### config.mk
export PLATFORM = sky130hd
export DESIGN_NAME = cdc_hs_tx
export DESIGN_NICKNAME = d
export VERILOG_FILES = /design/src/rtl/cdc_pkg.sv /design/src/rtl/cdc_sync.sv /design/src/rtl/cdc_hs_tx.sv
export SDC_FILE = /design/constraint.sdc
export NUM_CORES = 1
export LEC_CHECK = 0
export CELL_PAD_IN_SITES_DETAIL_PLACEMENT = 1
export CELL_PAD_IN_SITES_GLOBAL_PLACEMENT = 2
export CORE_MARGIN = 4
export CORE_UTILIZATION = 28
export CTS_CLUSTER_SIZE = 25
export DETAILED_ROUTE_END_ITERATION = 8
export HOLD_SLACK_MARGIN = 0.12
export PLACE_DENSITY = 0.85
export SLEW_MARGIN = 20
export SYNTH_ARGS = -nofsm -noshare
export SYNTH_HDL_FRONTEND = slang
export SYNTH_SLANG_ARGS = --single-unit
### constraint.sdc
create_clock -name clk -period 2 [get_ports clk]
set_clock_uncertainty 0.05 [all_clocks]
set_input_delay 0.5 -clock clk [delete_from_list [all_inputs] [get_ports clk]]
set_output_delay 0.5 -clock clk [all_outputs]
set_load 0.005 [all_outputs]
### src/rtl/cdc_pkg.sv
// Shared types and limits for the toggle-handshake CDC blocks.
package cdc_pkg;

  typedef enum logic {IDLE, WAIT_ACK} cdc_hs_state_t;

  localparam int CDC_MIN_STAGES = 2;

endpackage

### src/rtl/cdc_sync.sv
// Multi-flop level synchronizer for a single asynchronous bit.
module cdc_sync #(
  parameter int STAGES = 2
) (
  input  logic clk_i,
  input  logic rst_ni,
  input  logic d_i,
  output logic q_o
);

  logic [STAGES-1:0] sync_q;

  always_ff @(posedge clk_i or negedge rst_ni) begin
    if (!rst_ni) begin
      sync_q <= '0;
    end else begin
      sync_q <= {sync_q[STAGES-2:0], d_i};
    end
  end

  assign q_o = sync_q[STAGES-1];

endmodule

### src/rtl/cdc_hs_tx.sv
// Source-side launcher of a 2-phase req/ack toggle handshake.
// Optional ack-timeout flag enabled by defining CDC_HS_TIMEOUT_EN.
module cdc_hs_tx
  import cdc_pkg::*;
#(
  parameter int DATA_W      = 8,
  parameter int SYNC_STAGES = 2,
  parameter int TIMEOUT_CYC = 256
) (
  input  logic              clk,
  input  logic              rstn,
  input  logic [DATA_W-1:0] i_data,
  input  logic              i_valid,
  output logic              o_ready,
  output logic [DATA_W-1:0] o_data,
  output logic              o_req_tgl,
  input  logic              i_ack_tgl,
  output logic              o_done,
  output logic              o_timeout
);

  if (SYNC_STAGES < CDC_MIN_STAGES) begin : gen_bad_stages
    $error("cdc_hs_tx: SYNC_STAGES below minimum");
  end
  if (TIMEOUT_CYC < 2) begin : gen_bad_timeout
    $error("cdc_hs_tx: TIMEOUT_CYC below minimum");
  end

  cdc_hs_state_t     state_q, state_d;
  logic              ready_q, ready_d;
  logic [DATA_W-1:0] data_q, data_d;
  logic              req_q, req_d;
  logic              done_q, done_d;
  logic              ack_s;
  logic              accept;
  logic              ack_match;

  cdc_sync #(
    .STAGES(SYNC_STAGES)
  ) u_ack_sync (
    .clk_i (clk),
    .rst_ni(rstn),
    .d_i   (i_ack_tgl),
    .q_o   (ack_s)
  );

  assign accept    = (state_q == IDLE) && i_valid && ready_q;
  // Parities match once the destination has echoed our latest toggle.
  assign ack_match = (ack_s == req_q);

  always_comb begin
    state_d = state_q;
    ready_d = ready_q;
    data_d  = data_q;
    req_d   = req_q;
    done_d  = 1'b0;
    unique case (state_q)
      IDLE: begin
        ready_d = 1'b1;
        if (accept) begin
          data_d  = i_data;
          req_d   = ~req_q;
          ready_d = 1'b0;
          state_d = WAIT_ACK;
        end
      end
      WAIT_ACK: begin
        ready_d = 1'b0;
        if (ack_match) begin
          done_d  = 1'b1;
          ready_d = 1'b1;
          state_d = IDLE;
        end
      end
      default: state_d = IDLE;
    endcase
  end

  always_ff @(posedge clk or negedge rstn) begin
    if (!rstn) begin
      state_q <= IDLE;
      ready_q <= 1'b0;
      data_q  <= '0;
      req_q   <= 1'b0;
      done_q  <= 1'b0;
    end else begin
      state_q <= state_d;
      ready_q <= ready_d;
      data_q  <= data_d;
      req_q   <= req_d;
      done_q  <= done_d;
    end
  end

  assign o_ready   = ready_q;
  assign o_data    = data_q;
  assign o_req_tgl = req_q;
  assign o_done    = done_q;

`ifdef CDC_HS_TIMEOUT_EN
  localparam int CntW = $clog2(TIMEOUT_CYC) + 1;
  localparam logic [CntW-1:0] CntMax = CntW'(TIMEOUT_CYC - 1);

  logic [CntW-1:0] cnt_q, cnt_d;
  logic            timeout_q, timeout_d;

  // Counter saturates at CntMax; the FSM keeps waiting so a late ack still completes.
  always_comb begin
    cnt_d     = cnt_q;
    timeout_d = timeout_q;
    if (accept) begin
      cnt_d = '0;
    end else if ((state_q == WAIT_ACK) && !ack_match) begin
      if (cnt_q != CntMax) begin
        cnt_d = cnt_q + 1'b1;
      end
      if (cnt_d == CntMax) begin
        timeout_d = 1'b1;
      end
    end
  end

  always_ff @(posedge clk or negedge rstn) begin
    if (!rstn) begin
      cnt_q     <= '0;
      timeout_q <= 1'b0;
    end else begin
      cnt_q     <= cnt_d;
      timeout_q <= timeout_d;
    end
  end

  assign o_timeout = timeout_q;
`else
  assign o_timeout = 1'b0;
`endif

endmodule
Word-level counts from Yosys, hierarchy flattened
Index checks and enable logic that the tools add are counted.
{"block": "word_totals", "ff_bits": 14, "elab_cells": 19, "output_inout_bits": 12, "inputBits": 12}
{"block": "op_classes", "eq_ne": 1, "reduce_logical": 3, "mux": 7, "bitwise": 2}
{"cell": "$mux W1", "count": 5}
{"cell": "$pmux W1 S2", "count": 2}
{"cell": "$logic_and A1 B1 Y1", "count": 2}
{"cell": "$not A1 Y1", "count": 2}
{"cell": "$reduce_and A2 Y1", "count": 1}
{"cell": "$eq A1 B1 Y1", "count": 1}

Depth between registers and ports, before layout
Gate-level depths: netlist of the first run.
{"block": "depth", "word_depth": 5, "depth_mapped": 3, "mapped_depth_nobuf": 2}

By module
A second synthesis of the first run with hierarchy kept.
{"block": "hier_totals", "hier_cells": 32, "area_unflattened_um2": 549.3}
{"module": "cdc_hs_tx", "n_inst": 1, "cells_each": 30, "area_per_inst_um2": 499.2, "seq_area_each_um2": 300.3}
{"module": "cdc_sync", "n_inst": 1, "cells_each": 2, "area_per_inst_um2": 50.0, "seq_area_each_um2": 50.0}

Worst setup path before layout of the first run
Ideal clock, no wire load.
{"block": "synth_path", "kind": "input port to flip-flop", "startpoint": "input port i_valid", "endpoint": "register data_q[0] (netlist: o_data[0])", "slack_ns": 0.823, "setup_time_ns": 0.125, "required_time_ns": 1.825, "stages": 3, "arrival_time_ns": 1.002, "n_path_buf": 1, "path_cell_list": "nand3b_4 > buf_6 > mux2_4"}
{"block": "synth_between", "elab_chain_cells": 3}
{"element": "start: declaration", "line_no": "cdc_hs_tx.sv:13", "text": "input logic i_valid,"}
{"element": "$logic_and A1 B1 Y1 (2 in a row)", "line_no": "cdc_hs_tx.sv:47", "text": "assign accept = (state_q == IDLE) && i_valid && ready_q;"}
{"element": "$reduce_and A2 Y1 (no line)"}
{"element": "end signal: assignment", "line_no": "cdc_hs_tx.sv:89", "text": "data_q <= data_d;"}
{"element": "end: declaration", "line_no": "cdc_hs_tx.sv:31", "text": "logic [DATA_W-1:0] data_q, data_d;"}
Every way passes these cells.
A chain may end at the register's enable or synchronous reset.

Worst setup path in the final report of the first run
{"block": "layout_path", "startpoint": "register req_q (netlist: o_req_tgl)", "endpoint": "output port o_req_tgl"}
{"element": "start: declaration", "line_no": "cdc_hs_tx.sv:32", "text": "logic req_q, req_d;"}
{"element": "start signal: assignment", "line_no": "cdc_hs_tx.sv:90", "text": "req_q <= req_d;"}
{"element": "end: declaration", "line_no": "cdc_hs_tx.sv:16", "text": "output logic o_req_tgl,"}
No word-level cell between the ends.

==> results.toml, run 1 <==
[finish]
area_delta_synth_final_pct = 50.3
diodes = 0
layoutNonFillerInstCount = 82
multi_input_area_um2 = 176
nNetsFinal = 70
n_fill_cell = 190
register_area_um2 = 350
final_layout_size_suffix_gt1_frac = 0.246

[worst_setup_path]
arrival_ns = 1.20
cp-startpoint = "o_req_tgl"
path_cells = "clkdlybuf4s50_1"
rrSetupSlack_ns = 0.82
crit_path_start_kind = "flop"
path_delay_family = "buffers and inverters"
crit_buf_inv = 1
critPathRequiredTime_ns = 1.45
cp-end-kind = "output pin"
r2r_start = "state_q"
r2r_end = "o_data[6]"
crit_fanout = 3
path_class = "flop to output pin"
worst_path_largest_cell_delay_ns = 0.52
slowest_stage = "clkdlybuf4s50_1"
rr_worst_depth = 2

[yosys]
synthesis.nets = 44
yosysSeqAreaShare = 0.638
yosysWarnings = 0
synthCells = 32
syn_area_um2 = 549
synth_cell_type_count = 12
avgSynthCellArea_um2 = 17.2
ys_ff_latch = 14

[drt]
ant_nets = 0
drc = 0
avgRoutedWirePerCell_um = 12.3
vias_per_cell = 4.13
wl_um = 1010
dr.pass1.iters = 3
drt_iter0_drc = 2
vias = 339

[global_routing]
use_met3 = 0.0427
met2_usage = 0.126
grt_use_met1 = 0.119
grt_pass1_wl_um = 1790
grt_antenna_before_repair = 0
grt_max_degree = 15
grt_pass1_vias = 388
grtUsageTotal = 0.0907
grt-ovfl-total = 0
busiest_layer = "met2"

[hold_path]
hold_start = "u_ack_sync.sync_q[0]"
hold_path_class = "flop to flop"
hold_end = "u_ack_sync.sync_q[1]"
hold_path_depth = 0

[place]
gp_congestion = 0.651
place_hpwl_um = 768
dp_cells = 78
portBuffers = 22

[timing]
fmax_mhz = 572
final-hold-violation-count = 0
min_period_ns = 1.75
maxSlewViolCount = 0
setup_violations = 0
setup-tns-final_ns = 0
rsz0062_at_grt = "false"
post-route-period-util = 0.874

[clocking]
post_cts_buffers = 0
cts_max_level = 1
cts_buffers = 3
ctsHoldBuffers = 0
clock_path_buffers = 2
cts_sinks = 14
clk_pin_slew_worst_paths_ns = 0.08
cts_tree = "done"
cts.root.buffer_cell = "clkbuf_4"
cts_resized = 0
clock_latency_ns = 0.27

[floorplan]
rows = 15
die_h_um = 52.3
coreArea_um2 = 1780
dieArea_um2 = 2730
die_w_um = 52.3
pin_count = 24
initial_utilization = 0.308

[status]
status = "completed"

[power_and_ir_drop]
total_power_mw = 1.19
p_leak_nw = 0.376
ir_worst_vdd_mv = 0.539
p_per_area_nw_per_um2 = 1450

[run]
drv_cap = 0
-- state kept, by name (all words and copies together) (netlist names) --
| register | count |
|---|---|
| u_ack_sync.sync_q | 2 |
| o_done | 1 |
| o_ready | 1 |
| o_data | 8 |
| o_req_tgl | 1 |
| state_q | 1 |
-- Yosys cell counts --
cell | n | area [µm²]
mux2_2 | 1 | 11.3
conb_1 | 1 | 3.75
and2_1 | 1 | 6.26
o21a_1 | 1 | 7.51
buf_6 | 1 | 11.3
nand3b_4 | 1 | 20.0
xnor2_1 | 2 | 17.5
o21ai_0 | 1 | 5.00
mux2_4 | 7 | 105
buf_4 | 1 | 7.51
dfrtp_1 | 14 | 350
inv_1 | 1 | 3.75
-- kinds of logic after synthesis --
group | share of synthesized area
AOI/OAI and AO/OA | 0.0228
xor gates and xnor gates | 0.0319
buffers and inverters | 0.0410
DFF | 0.638
muxes | 0.212
other | 0.00683
and+or+nand+nor | 0.0478
-- cell usage in the layout, fill, tap and decap left out, types with 2 or more instances in the layout --
cell type and instances:
mux2_4 7, xnor2_1 2, dfrtp_1 14, clkbuf_4 3
clkdlybuf4s50_1 22
-- per-layer routing --
metal	part of all wire	wire (µm)	vias to the layer above
met1	0.44	449	167
met3	0.12	124	0
met5	0	0	-
met4	0	0	0
met2	0.43	438	18
li1	-	-	154
-- power breakdown --
part	internal, mW	switching (mW)	leakage [nW]
clock	0.111	0.0846	0.0210
combinational	0.376	0.141	0.189
sequential	0.408	0.0743	0.166
-- per-stage QoR --
step	setup slack [ns]	instance area, µm²	utilization	hold slack [ns]
2_1_floorplan	0.823	549	-	0.154
3_3_place_gp	0.270	790	0.443	0.283
3_5_place_dp	0.241	790	0.443	0.286
4_1_cts	0.225	826	0.463	0.311
5_1_grt	0.199	826	0.463	0.333
6_report	0.252	826	0.463	0.305
-- worst max path at each step --
stage                     cells past startpoint         to  slack [ns]
after floorplan                               3  o_data[0]        0.82
after global placement                        3  o_data[5]        0.27
after detailed placement                      3  o_data[4]        0.24
after CTS                                     1  o_req_tgl        0.22
after global routing                          1    o_ready        0.20
final                                         1  o_req_tgl        0.25
-- cell type report --
type                    count  share of cell area
clock buffers               4              0.0439
repair buffers             23               0.276
flip-flops and latches     14               0.424
multi-input cells          15               0.214
inverters                   1             0.00455
well taps                  25              0.0379
Note: power is estimated with default switching activity, not from simulation.
==> run 2: changes to the inputs <==
PLACE_DENSITY = unset   (was 0.85)
PLACE_DENSITY_LB_ADDON = 0.3   (was unset)
==> run 2 against run 1 <==
Effect of this change:
- combinational power hardly changed
- critical endpoint is now o_ready
- largest power group unchanged
- final cell count unchanged
- first-iteration DRC count is 100% higher
- fmax barely moved
- core utilization unchanged
- non-clock buffer count unchanged
- worst hold slack got worse by 0.0022 ns
- clock-buffer cell count unchanged
- critical path depth did not move
- clock power hardly changed
- worst setup slack got worse by 0.0017 ns
- die area unchanged
==> results.toml, run 2 (synthesized netlist as in run 1, its figures left out) <==
[worst_setup_path]
cp-end-kind = "output pin"
worst_path_largest_cell_delay_ns = 0.52
r2r_start = "state_q"
arrival_ns = 1.20
slowest_stage = "clkdlybuf4s50_1"
path_delay_family = "buffers and inverters"
crit_buf_inv = 1
crit_path_start_kind = "flop"
path_cells = "clkdlybuf4s50_1"
critPathRequiredTime_ns = 1.45
crit_fanout = 2
path_class = "flop to output pin"
cp-startpoint = "o_ready"

[status]
status = "completed"

[floorplan]
die_h_um = 52.3
pin_count = 24
rows = 15
die_w_um = 52.3
coreArea_um2 = 1780
dieArea_um2 = 2730
initial_utilization = 0.308

[global_routing]
grt_pass1_vias = 321
grt_antenna_before_repair = 0
grtUsageTotal = 0.0776
grt_pass1_wl_um = 1500
grt-ovfl-total = 0
grt_max_degree = 15

[timing]
setup_violations = 0
rsz0062_at_grt = "false"
min_period_ns = 1.75
fmax_mhz = 571
maxSlewViolCount = 0
post-route-period-util = 0.875
final-hold-violation-count = 0
setup-tns-final_ns = 0

[run]
drv_cap = 0

[finish]
nNetsFinal = 70
diodes = 0
register_area_um2 = 350
layout_commonest_cell = "clkdlybuf4s50_1"
final_layout_size_suffix_gt1_frac = 0.246
largest_reg_flops = 8
multi_input_area_um2 = 176
layoutNonFillerInstCount = 82
n_fill_cell = 184
mostFrequentLayoutCells = "22 x clkdlybuf4s50_1, 14 x dfrtp_1, 7 x mux2_4"
final_util = 0.463
area_delta_synth_final_pct = 50.3

[hold_path]
hold_start = "u_ack_sync.sync_q[0]"
hold_path_class = "flop to flop"

[power_and_ir_drop]
p_leak_nw = 0.376
pwr-share-seq = 0.403
pwr-share-clk = 0.165
p_sw_frac = 0.252
total_power_mw = 1.20
combPwrFrac = 0.432
power_switching_uw = 301
p_per_area_nw_per_um2 = 1450
p_int_uw = 895
ir_worst_vdd_mv = 0.610

[drt]
dr.pass1.iters = 2
drt_iter0_drc = 4
drc = 0
ant_nets = 0
vias_per_cell = 4.06
wl_um = 975
avgRoutedWirePerCell_um = 11.9
vias = 333

[clocking]
post_cts_buffers = 0
cts_resized = 0
clk_pin_slew_worst_paths_ns = 0.09
clock_path_buffers = 2
clock_latency_ns = 0.28
cts_sinks = 14
cts.root.buffer_cell = "clkbuf_4"
cts_max_level = 1
ctsHoldBuffers = 0
cts_buffers = 3
cts_tree = "done"

[place]
dp_cells = 78
portBuffers = 22
place_hpwl_um = 740
gp_congestion = 0.590
-- run 2: path summary, 6_finish.rpt --
| path | end | cells after the start | slack (ns) |
|---|---|---|---|
| worst max-delay path | o_ready | 1 | 0.25 |
| worst min-delay path | u_ack_sync.sync_q[1] | 0 | 0.30 |
| worst max register to register | o_data[5] | 2 | 0.80 |
| worst min register to register | u_ack_sync.sync_q[1] | 0 | 0.30 |
| max in group asynchronous | o_data[5] | 2 | 1.24 |
| min in group asynchronous | o_data[7] | 2 | 0.49 |
-- run 2: per-layer routing --
metal | global-route usage | vias up | wire length [µm]
li1 | - | 155 | -
met1 | 0.0888 | 160 | 437
met2 | 0.120 | 18 | 438
met3 | 0.0541 | 0 | 99
met4 | 0.0128 | 0 | 0
met5 | 0 | - | 0
-- run 2: through the flow --
stage | hold slack, ns | setup WS, ns | area, µm²
global placement | 0.284 | 0.264 | 790
finish | 0.303 | 0.250 | 826
global route | 0.335 | 0.203 | 826
CTS | 0.307 | 0.232 | 826
floorplan | 0.154 | 0.823 | 549
detailed placement | 0.289 | 0.259 | 790
-- run 2: power by group through the flow --
| stage | sequential, mW | clock [mW] | combinational, mW |
|---|---|---|---|
| floorplan | 0.493 | 0 | 0.248 |
| global placement | 0.492 | 0 | 0.519 |
| detailed placement | 0.491 | 0 | 0.525 |
| CTS | 0.484 | 0.208 | 0.529 |
| global route | 0.502 | 0.222 | 0.553 |
| finish | 0.482 | 0.197 | 0.517 |
-- run 2: layout make-up --
cell class,instances,area share
Sequential cell,14,0.424
Timing Repair Buffer,23,0.276
Multi-Input combinational cell,15,0.214
Clock buffer,4,0.0439
Tap cell,25,0.0379
Inverter,1,0.00455
==> run 3: changes to the inputs <==
SKIP_CTS_REPAIR_TIMING = 1   (was unset)
==> results of run 3 <==
Final layout, timing and power as in run 2 (identical DEF).
